[config.mk]
export PLATFORM = sky130hd
export DESIGN_NAME = arith_rs
export DESIGN_NICKNAME = d
export VERILOG_FILES = /design/src/rtl/arith_rs.sv
export SDC_FILE = /design/constraint.sdc
export NUM_CORES = 2
export LEC_CHECK = 0
export CAP_MARGIN = 20
export CORE_ASPECT_RATIO = 0.5
export CORE_UTILIZATION = 41
export DETAILED_ROUTE_END_ITERATION = 10
export DONT_BUFFER_PORTS = 1
export PLACE_DENSITY_LB_ADDON = 0.3
export SYNTH_ARGS = -nofsm -noshare
export SYNTH_HDL_FRONTEND = slang
export SYNTH_SLANG_ARGS = --single-unit
[constraint.sdc]
create_clock -name clk_i -period 8.2 [get_ports clk_i]
set_input_delay 2.05 -clock clk_i [delete_from_list [all_inputs] [get_ports clk_i]]
set_output_delay 2.05 -clock clk_i [all_outputs]
set_load 0.005 [all_outputs]
[src/rtl/arith_rs.sv]
// Reservation station for the arithmetic unit: compacting queue, CDB snoop, oldest-ready issue.
// Optional macro ARITH_RS_WAKEUP_ISSUE_EN lets an entry issue in the same cycle as its wakeup broadcast.
module arith_rs #(
  parameter int DEPTH = 4,
  parameter int TAG_W = 4
) (
  input  logic                       clk_i,
  input  logic                       reset_i,
  input  logic                       flush_i,
  input  logic                       dispatch_valid_i,
  output logic                       dispatch_ready_o,
  input  logic [31:0]                dispatch_pc_i,
  input  logic [31:0]                dispatch_inst_i,
  input  logic [TAG_W-1:0]           dispatch_rd_tag_i,
  input  logic                       dispatch_rs1_rdy_i,
  input  logic [TAG_W-1:0]           dispatch_rs1_tag_i,
  input  logic [31:0]                dispatch_rs1_value_i,
  input  logic                       dispatch_rs2_rdy_i,
  input  logic [TAG_W-1:0]           dispatch_rs2_tag_i,
  input  logic [31:0]                dispatch_rs2_value_i,
  input  logic                       cdb_valid_i,
  input  logic [TAG_W-1:0]           cdb_tag_i,
  input  logic [31:0]                cdb_value_i,
  input  logic                       alu_ready_i,
  output logic                       alu_request_o,
  output logic [31:0]                pc_o,
  output logic [31:0]                inst_o,
  output logic [31:0]                rs1_value_o,
  output logic [31:0]                rs2_value_o,
  output logic [TAG_W-1:0]           issue_tag_o,
  output logic [$clog2(DEPTH+1)-1:0] count_o
);

  localparam int CW = $clog2(DEPTH+1);
  localparam logic [CW-1:0] DEPTH_C = CW'(DEPTH);

  typedef struct packed {
    logic             valid;
    logic [31:0]      pc;
    logic [31:0]      inst;
    logic [TAG_W-1:0] rd_tag;
    logic             rs1_rdy;
    logic [TAG_W-1:0] rs1_tag;
    logic [31:0]      rs1_val;
    logic             rs2_rdy;
    logic [TAG_W-1:0] rs2_tag;
    logic [31:0]      rs2_val;
  } entry_t;

  entry_t           ent_r [DEPTH];
  entry_t           upd_s [DEPTH+1];
  entry_t           nxt_s [DEPTH];
  entry_t           disp_s;
  logic [CW-1:0]    count_r;
  logic [CW-1:0]    count_nxt_s;
  logic [CW-1:0]    wpos_s;
  logic [DEPTH-1:0] w1_s;
  logic [DEPTH-1:0] w2_s;
  logic [DEPTH-1:0] rdy_s;
  logic [DEPTH-1:0] shift_s;
  logic             any_rdy_s;
  logic             issue_fire_s;
  logic             dispatch_fire_s;
  logic             m1_s;
  logic             m2_s;

  assign dispatch_ready_o = (count_r < DEPTH_C);
  assign dispatch_fire_s  = dispatch_valid_i && dispatch_ready_o;
  assign issue_fire_s     = any_rdy_s && alu_ready_i;
  assign alu_request_o    = any_rdy_s;
  assign count_o          = count_r;

  // CDB tag match per stored operand and per-entry readiness
  always_comb begin
    w1_s  = '0;
    w2_s  = '0;
    rdy_s = '0;
    for (int i = 0; i < DEPTH; i++) begin
      w1_s[i] = cdb_valid_i && ent_r[i].valid && !ent_r[i].rs1_rdy && (ent_r[i].rs1_tag == cdb_tag_i);
      w2_s[i] = cdb_valid_i && ent_r[i].valid && !ent_r[i].rs2_rdy && (ent_r[i].rs2_tag == cdb_tag_i);
`ifdef ARITH_RS_WAKEUP_ISSUE_EN
      rdy_s[i] = ent_r[i].valid && (ent_r[i].rs1_rdy || w1_s[i]) && (ent_r[i].rs2_rdy || w2_s[i]);
`else
      rdy_s[i] = ent_r[i].valid && ent_r[i].rs1_rdy && ent_r[i].rs2_rdy;
`endif
    end
  end

  // Oldest-ready select, issue outputs, and shift mask (every slot at or above the issued one)
  always_comb begin
    any_rdy_s   = 1'b0;
    shift_s     = '0;
    pc_o        = 32'd0;
    inst_o      = 32'd0;
    rs1_value_o = 32'd0;
    rs2_value_o = 32'd0;
    issue_tag_o = '0;
    for (int i = 0; i < DEPTH; i++) begin
      if (rdy_s[i] && !any_rdy_s) begin
        pc_o        = ent_r[i].pc;
        inst_o      = ent_r[i].inst;
        issue_tag_o = ent_r[i].rd_tag;
`ifdef ARITH_RS_WAKEUP_ISSUE_EN
        rs1_value_o = w1_s[i] ? cdb_value_i : ent_r[i].rs1_val;
        rs2_value_o = w2_s[i] ? cdb_value_i : ent_r[i].rs2_val;
`else
        rs1_value_o = ent_r[i].rs1_val;
        rs2_value_o = ent_r[i].rs2_val;
`endif
      end else begin
        issue_tag_o = issue_tag_o;
      end
      any_rdy_s  = any_rdy_s | rdy_s[i];
      shift_s[i] = any_rdy_s & alu_ready_i;
    end
  end

  // Incoming entry, including capture of a broadcast that arrives in the dispatch cycle
  always_comb begin
    m1_s           = cdb_valid_i && !dispatch_rs1_rdy_i && (dispatch_rs1_tag_i == cdb_tag_i);
    m2_s           = cdb_valid_i && !dispatch_rs2_rdy_i && (dispatch_rs2_tag_i == cdb_tag_i);
    disp_s         = '0;
    disp_s.valid   = 1'b1;
    disp_s.pc      = dispatch_pc_i;
    disp_s.inst    = dispatch_inst_i;
    disp_s.rd_tag  = dispatch_rd_tag_i;
    disp_s.rs1_rdy = dispatch_rs1_rdy_i | m1_s;
    disp_s.rs1_tag = dispatch_rs1_tag_i;
    disp_s.rs1_val = m1_s ? cdb_value_i : dispatch_rs1_value_i;
    disp_s.rs2_rdy = dispatch_rs2_rdy_i | m2_s;
    disp_s.rs2_tag = dispatch_rs2_tag_i;
    disp_s.rs2_val = m2_s ? cdb_value_i : dispatch_rs2_value_i;
  end

  // Next queue contents: wakeup, compaction past the issued slot, then dispatch write
  always_comb begin
    wpos_s       = count_r - {{(CW-1){1'b0}}, issue_fire_s};
    upd_s[DEPTH] = '0;
    for (int i = 0; i < DEPTH; i++) begin
      upd_s[i] = ent_r[i];
      if (w1_s[i]) begin
        upd_s[i].rs1_rdy = 1'b1;
        upd_s[i].rs1_val = cdb_value_i;
      end else begin
        upd_s[i].rs1_rdy = ent_r[i].rs1_rdy;
      end
      if (w2_s[i]) begin
        upd_s[i].rs2_rdy = 1'b1;
        upd_s[i].rs2_val = cdb_value_i;
      end else begin
        upd_s[i].rs2_rdy = ent_r[i].rs2_rdy;
      end
    end
    for (int i = 0; i < DEPTH; i++) begin
      if (dispatch_fire_s && (i[CW-1:0] == wpos_s)) begin
        nxt_s[i] = disp_s;
      end else if (shift_s[i]) begin
        nxt_s[i] = upd_s[i+1];
      end else begin
        nxt_s[i] = upd_s[i];
      end
    end
    count_nxt_s = count_r + {{(CW-1){1'b0}}, dispatch_fire_s} - {{(CW-1){1'b0}}, issue_fire_s};
  end

  // State registers; reset and flush both squash every entry
  always_ff @(posedge clk_i) begin
    if (reset_i || flush_i) begin
      count_r <= '0;
      for (int i = 0; i < DEPTH; i++) begin
        ent_r[i] <= '0;
      end
    end else begin
      count_r <= count_nxt_s;
      for (int i = 0; i < DEPTH; i++) begin
        ent_r[i] <= nxt_s[i];
      end
    end
  end

endmodule

### Yosys cells after proc, flatten, opt, wreduce, memory -nomap -nowiden

Memories as Yosys holds them, arrays and structs flattened.
Index checks and enable logic that the tools add are counted.

| storage, ports and cells | value |
|---|---|
| bits in registers | 3 |
| memories | 1 |
| input port bits | 184 |
| memory bits (writable) | 572 |

Memories:

| name | depth | bits a word | rd ports | clocked after Yosys merged registers in | wr ports | line | RTL |
|---|---|---|---|---|---|---|---|
| ent_r | 4 | 143 | 4 | 0 | 4 | 50 | `entry_t ent_r [DEPTH];` |

| cells by class | value |
|---|---|
| add/subtract/negate cells | 3 |
| reductions and logical operators | 56 |
| equality and inequality tests | 13 |
| bitwise logic cells | 13 |
| order comparisons | 1 |
| mux-type cells | 53 |

Operators by type and width:

| operator | number |
|---|---|
| $mux 143 | 12 |
| $mux 32 | 26 |
| $logic_and 1x1->1 | 41 |
| $eq 4x4->1 | 10 |
| $mux 4 | 4 |
| $logic_not 1->1 | 13 |
| $mux 1 | 11 |
| $or 1x1->1 | 9 |
| $eq 2x3->1 const A | 2 |
| $sub 3x1->3 | 2 |
| $and 1x1->1 | 4 |
| $add 3x1->3 | 1 |
| $eq 1x3->1 const A | 1 |
| $logic_not 3->1 | 1 |
| $lt 3x3->1 const B | 1 |
| $logic_or 1x1->1 | 1 |

### Depth between registers and ports, before layout

An unclocked memory read counts as a cell.

| logic depth | value |
|---|---|
| word-level depth | 12 |
| mapped depth | 14 |
| gate-level depth less buffers | 11 |

### Least setup slack after synthesis

Ideal clock, no wire load.

| path | value |
|---|---|
| path kind | input-to-reg |
| start point | input port alu_ready_i |
| end point | memory ent_r[0][10] (netlist name) |
| data arrival time | 4.404 ns |
| cell stages on the path | 13 |
| required time | 8.118 ns |
| path slack | 3.714 ns |
| cells stage by stage | buf_2 nand2_1 inv_1 ha_1 ha_1 and3b_1 clkbuf_1 and2_1 buf_2 a2111oi_4 clkbuf_1 nand2_1 o221ai_1 |

RTL lines:

| what | line | RTL |
|---|---|---|
| from (decl) | 24 | `input logic alu_ready_i,` |
| to (decl) | 50 |  |

==> impl_metrics.tcl <==
set metrics [dict create \
    worstSetupPathType "reg -> out" \
    p_switching_mw 1.625 \
    avgSynthCellArea_um2 7.363 \
    diodes 0 \
    seqCellArea_um2 11510 \
    gr-total-overflow 0 \
    yosysUniqueCellTypes 70 \
    yosysTopAreaCellShare 0.3532 \
    ys_seq_area_frac 0.3532 \
    cp-start-kind "register" \
    drt_first_pass_iters 7 \
    grt_pass1_wl_mm 212.3 \
    fill_cells 7689 \
    synth_ff_type "dfxtp_1" \
    yosys-top-cells-count "nand2_1 (768), dfxtp_1 (575), nor2_1 (441)" \
    synth-async-reset-ratio 0 \
    synth_top_family_by_area "compound AO/OA/AOI/OAI gates" \
    clk_pin_slew_ns 0.07 \
    io_pins 321 \
    multiInputGateArea_um2 19050 \
    maxCapViolCount 0 \
    synth_edf_count 0 \
    tightest_slew_ns 1.192 \
    std_cell_rows 72 \
    ys_warn_count 0 \
    holdWs_ns 0.4667 \
    synth.area.top_cells "dfxtp_1 (35%), nand2_1 (8.8%), a311oi_1 (6.1%)" \
    r2r_end "ent_r[0][197]" \
    pwr-share-seq 0.470 \
    end_kind "output port" \
    ant_nets 0 \
    min_path_type "reg -> reg" \
    clockRootBuffer "clkbuf_16" \
    final_layout_size_suffix_gt1_frac 0.06200 \
    antenna_found_initial 2 \
    vdd_ir_drop_max_uv 154.6 \
    cts-buffers-inserted 57 \
    grt_pass1_vias 34280 \
    leakage_nw 11.06 \
    grt_max_degree 193 \
    reg2reg_from "ent_r[0][36]" \
    wl_per_cell_um 27.20 \
    clkPwrFrac 0.451 \
    synth_xor_area_frac 0.01048 \
    cp_max_fo 54 \
    worstHoldEndpoint "ent_r[0][3]" \
    critPathRequiredTime_ns 6.15 \
    drt_iter0_markers 5143 \
    area_growth_pct 6.485 \
    setup_tns_ns 0 \
    cts.sinks 575 \
    p_comb_frac 0.078 \
    via_per_inst 6.992 \
    clkLatencyLatePin_ns 0.67 \
    synth_compound_area_frac 0.3356 \
    synth_area_um2 32590 \
    synth.area.mux_share 0.008293 \
    period_needed_ns 6.386 \
    reg2regPathDepth 13 \
    slew-limit-headroom 0.2054 \
    syn_inst 4426 \
    via_count 36120 \
    rsz0062_at_grt "false" \
    max_freq_mhz 156.6 \
    synth-adder-area-share 0.002150 \
    p_per_area_nw_per_um2 175.8 \
    final_max_slew_viol_count 0 \
    design.die.area_um2 80680 \
    start_util 0.4182 \
    clockBufferDepth 3 \
    syn_nets 4615 \
    core_area_um2 77920 \
    whs_path_depth 2 \
    yosysTopAreaCell "dfxtp_1" \
    synth.most_common_cell "nand2_1" \
    die_x_um 400.7 \
    place.port_buffers 0 \
    hold_start "ent_r[0][3]" \
    p_sw_frac 0.2664 \
    cts_setup_buffers 0 \
    cts_tree "yes" \
    hold_viol_final 0 \
    finalSetupViolCount 0 \
    fin_nets 4270 \
    worstPathArrival_ns 4.34 \
    fin_crit_sh 0.7787 \
    status "finished clean" \
    synth_seq_cells 575 \
    die_h_um 201.4 \
    cts_resized 0 \
    track_usage 0.3323 \
    intPower_mw 4.476 \
    drt-total-wl_mm 140.5 \
    fin_skew_ns 0.03744 \
    reg2reg_slack_ns 3.03 \
    drc 0 \
    post-dp-hpwl_mm 77.44 \
    cts_hold_buf 0 \
    gp_congestion 0.9154 \
    synthSimpleGateAreaFrac 0.2182 \
    htreeDepth 2 \
]
## power by group through the flow
stage	clock network [mW]	registers (mW)	logic, mW
after global routing	2.87	2.87	0.499
after detailed placement	0	2.93	0.449
after CTS	2.76	2.87	0.451
final	2.75	2.87	0.478
after floorplan	0	2.92	0.322
after global placement	0	2.93	0.442
## worst max path at each step
stage                     end    startpoint  cells after the start
2_1_floorplan    ent_r[0][10]   alu_ready_i                     13
4_1_cts        rs1_value_o[2]  ent_r[0][36]                      5
3_3_place_gp    ent_r[0][152]   alu_ready_i                      9
6_report       rs1_value_o[4]  ent_r[0][36]                      5
3_5_place_dp    ent_r[0][163]   alu_ready_i                      9
5_1_grt        rs1_value_o[4]  ent_r[0][36]                      5
## layout by cell type (no fill, tap or decap), drive strengths merged, types with 70 or more instances in the layout
cell,n
nor2,442
buf,81
nor3,72
a221oi,132
a21oi,259
a31oi,86
o21ai,380
a21boi,70
clkbuf,94
nand2,768
dfxtp,575
nand3,175
a311oi,228
o221ai,88
inv,85
## through the flow
stage,power [mW],instance area (um2),std cells,setup WS [ns],util
global route,6.245,34700,5165,1.898,0.4453
finish,6.101,34700,5165,1.814,0.4453
detailed placement,3.381,32790,5056,2.392,0.4208
CTS,6.076,34670,5163,2.145,0.4450
global placement,3.372,32790,5056,2.524,0.4208
floorplan,3.246,32590,4426,3.714,-
## worst max-delay path, cell delays in order, from the launching register on
cell	delay [ns]
dfxtp_1	0.48
and3_4	0.65
buf_4	0.76
buf_4	0.85
a221oi_1	0.09
o21ai_0	0.69
## kinds of logic (layout without fill, tap and decap cells)
logic type,Yosys count,after routing
flops,575,575
fa+ha+maj,5,5
simple gates,1653,1653
compound gates,1558,1558
buf+inv,569,272
xor+xnor,39,39
mux,27,27
## area by class of cell
type,count,share of cell area
clock buffers,94,0.05066
repair buffers,81,0.01861
well taps,1036,0.03735
flip-flops and latches,575,0.3317
inverters,84,0.009086
clock inverters,13,0.003497
multi-input cells,3282,0.5491
## registers in the layout, summed over array words and instances, names as in the netlist
signal and count:
count_o 3, ent_r 572
## layer usage
metal	vias up	share of wire	global-route usage
met5	-	0.00017	0
met3	548	0.12	0.07360
met1	17200	0.38	0.4272
li1	15630	-	-
met2	2737	0.43	0.5032
met4	4	0.070	0.2152
No activity file was read; power rests on OpenSTA's default activity.
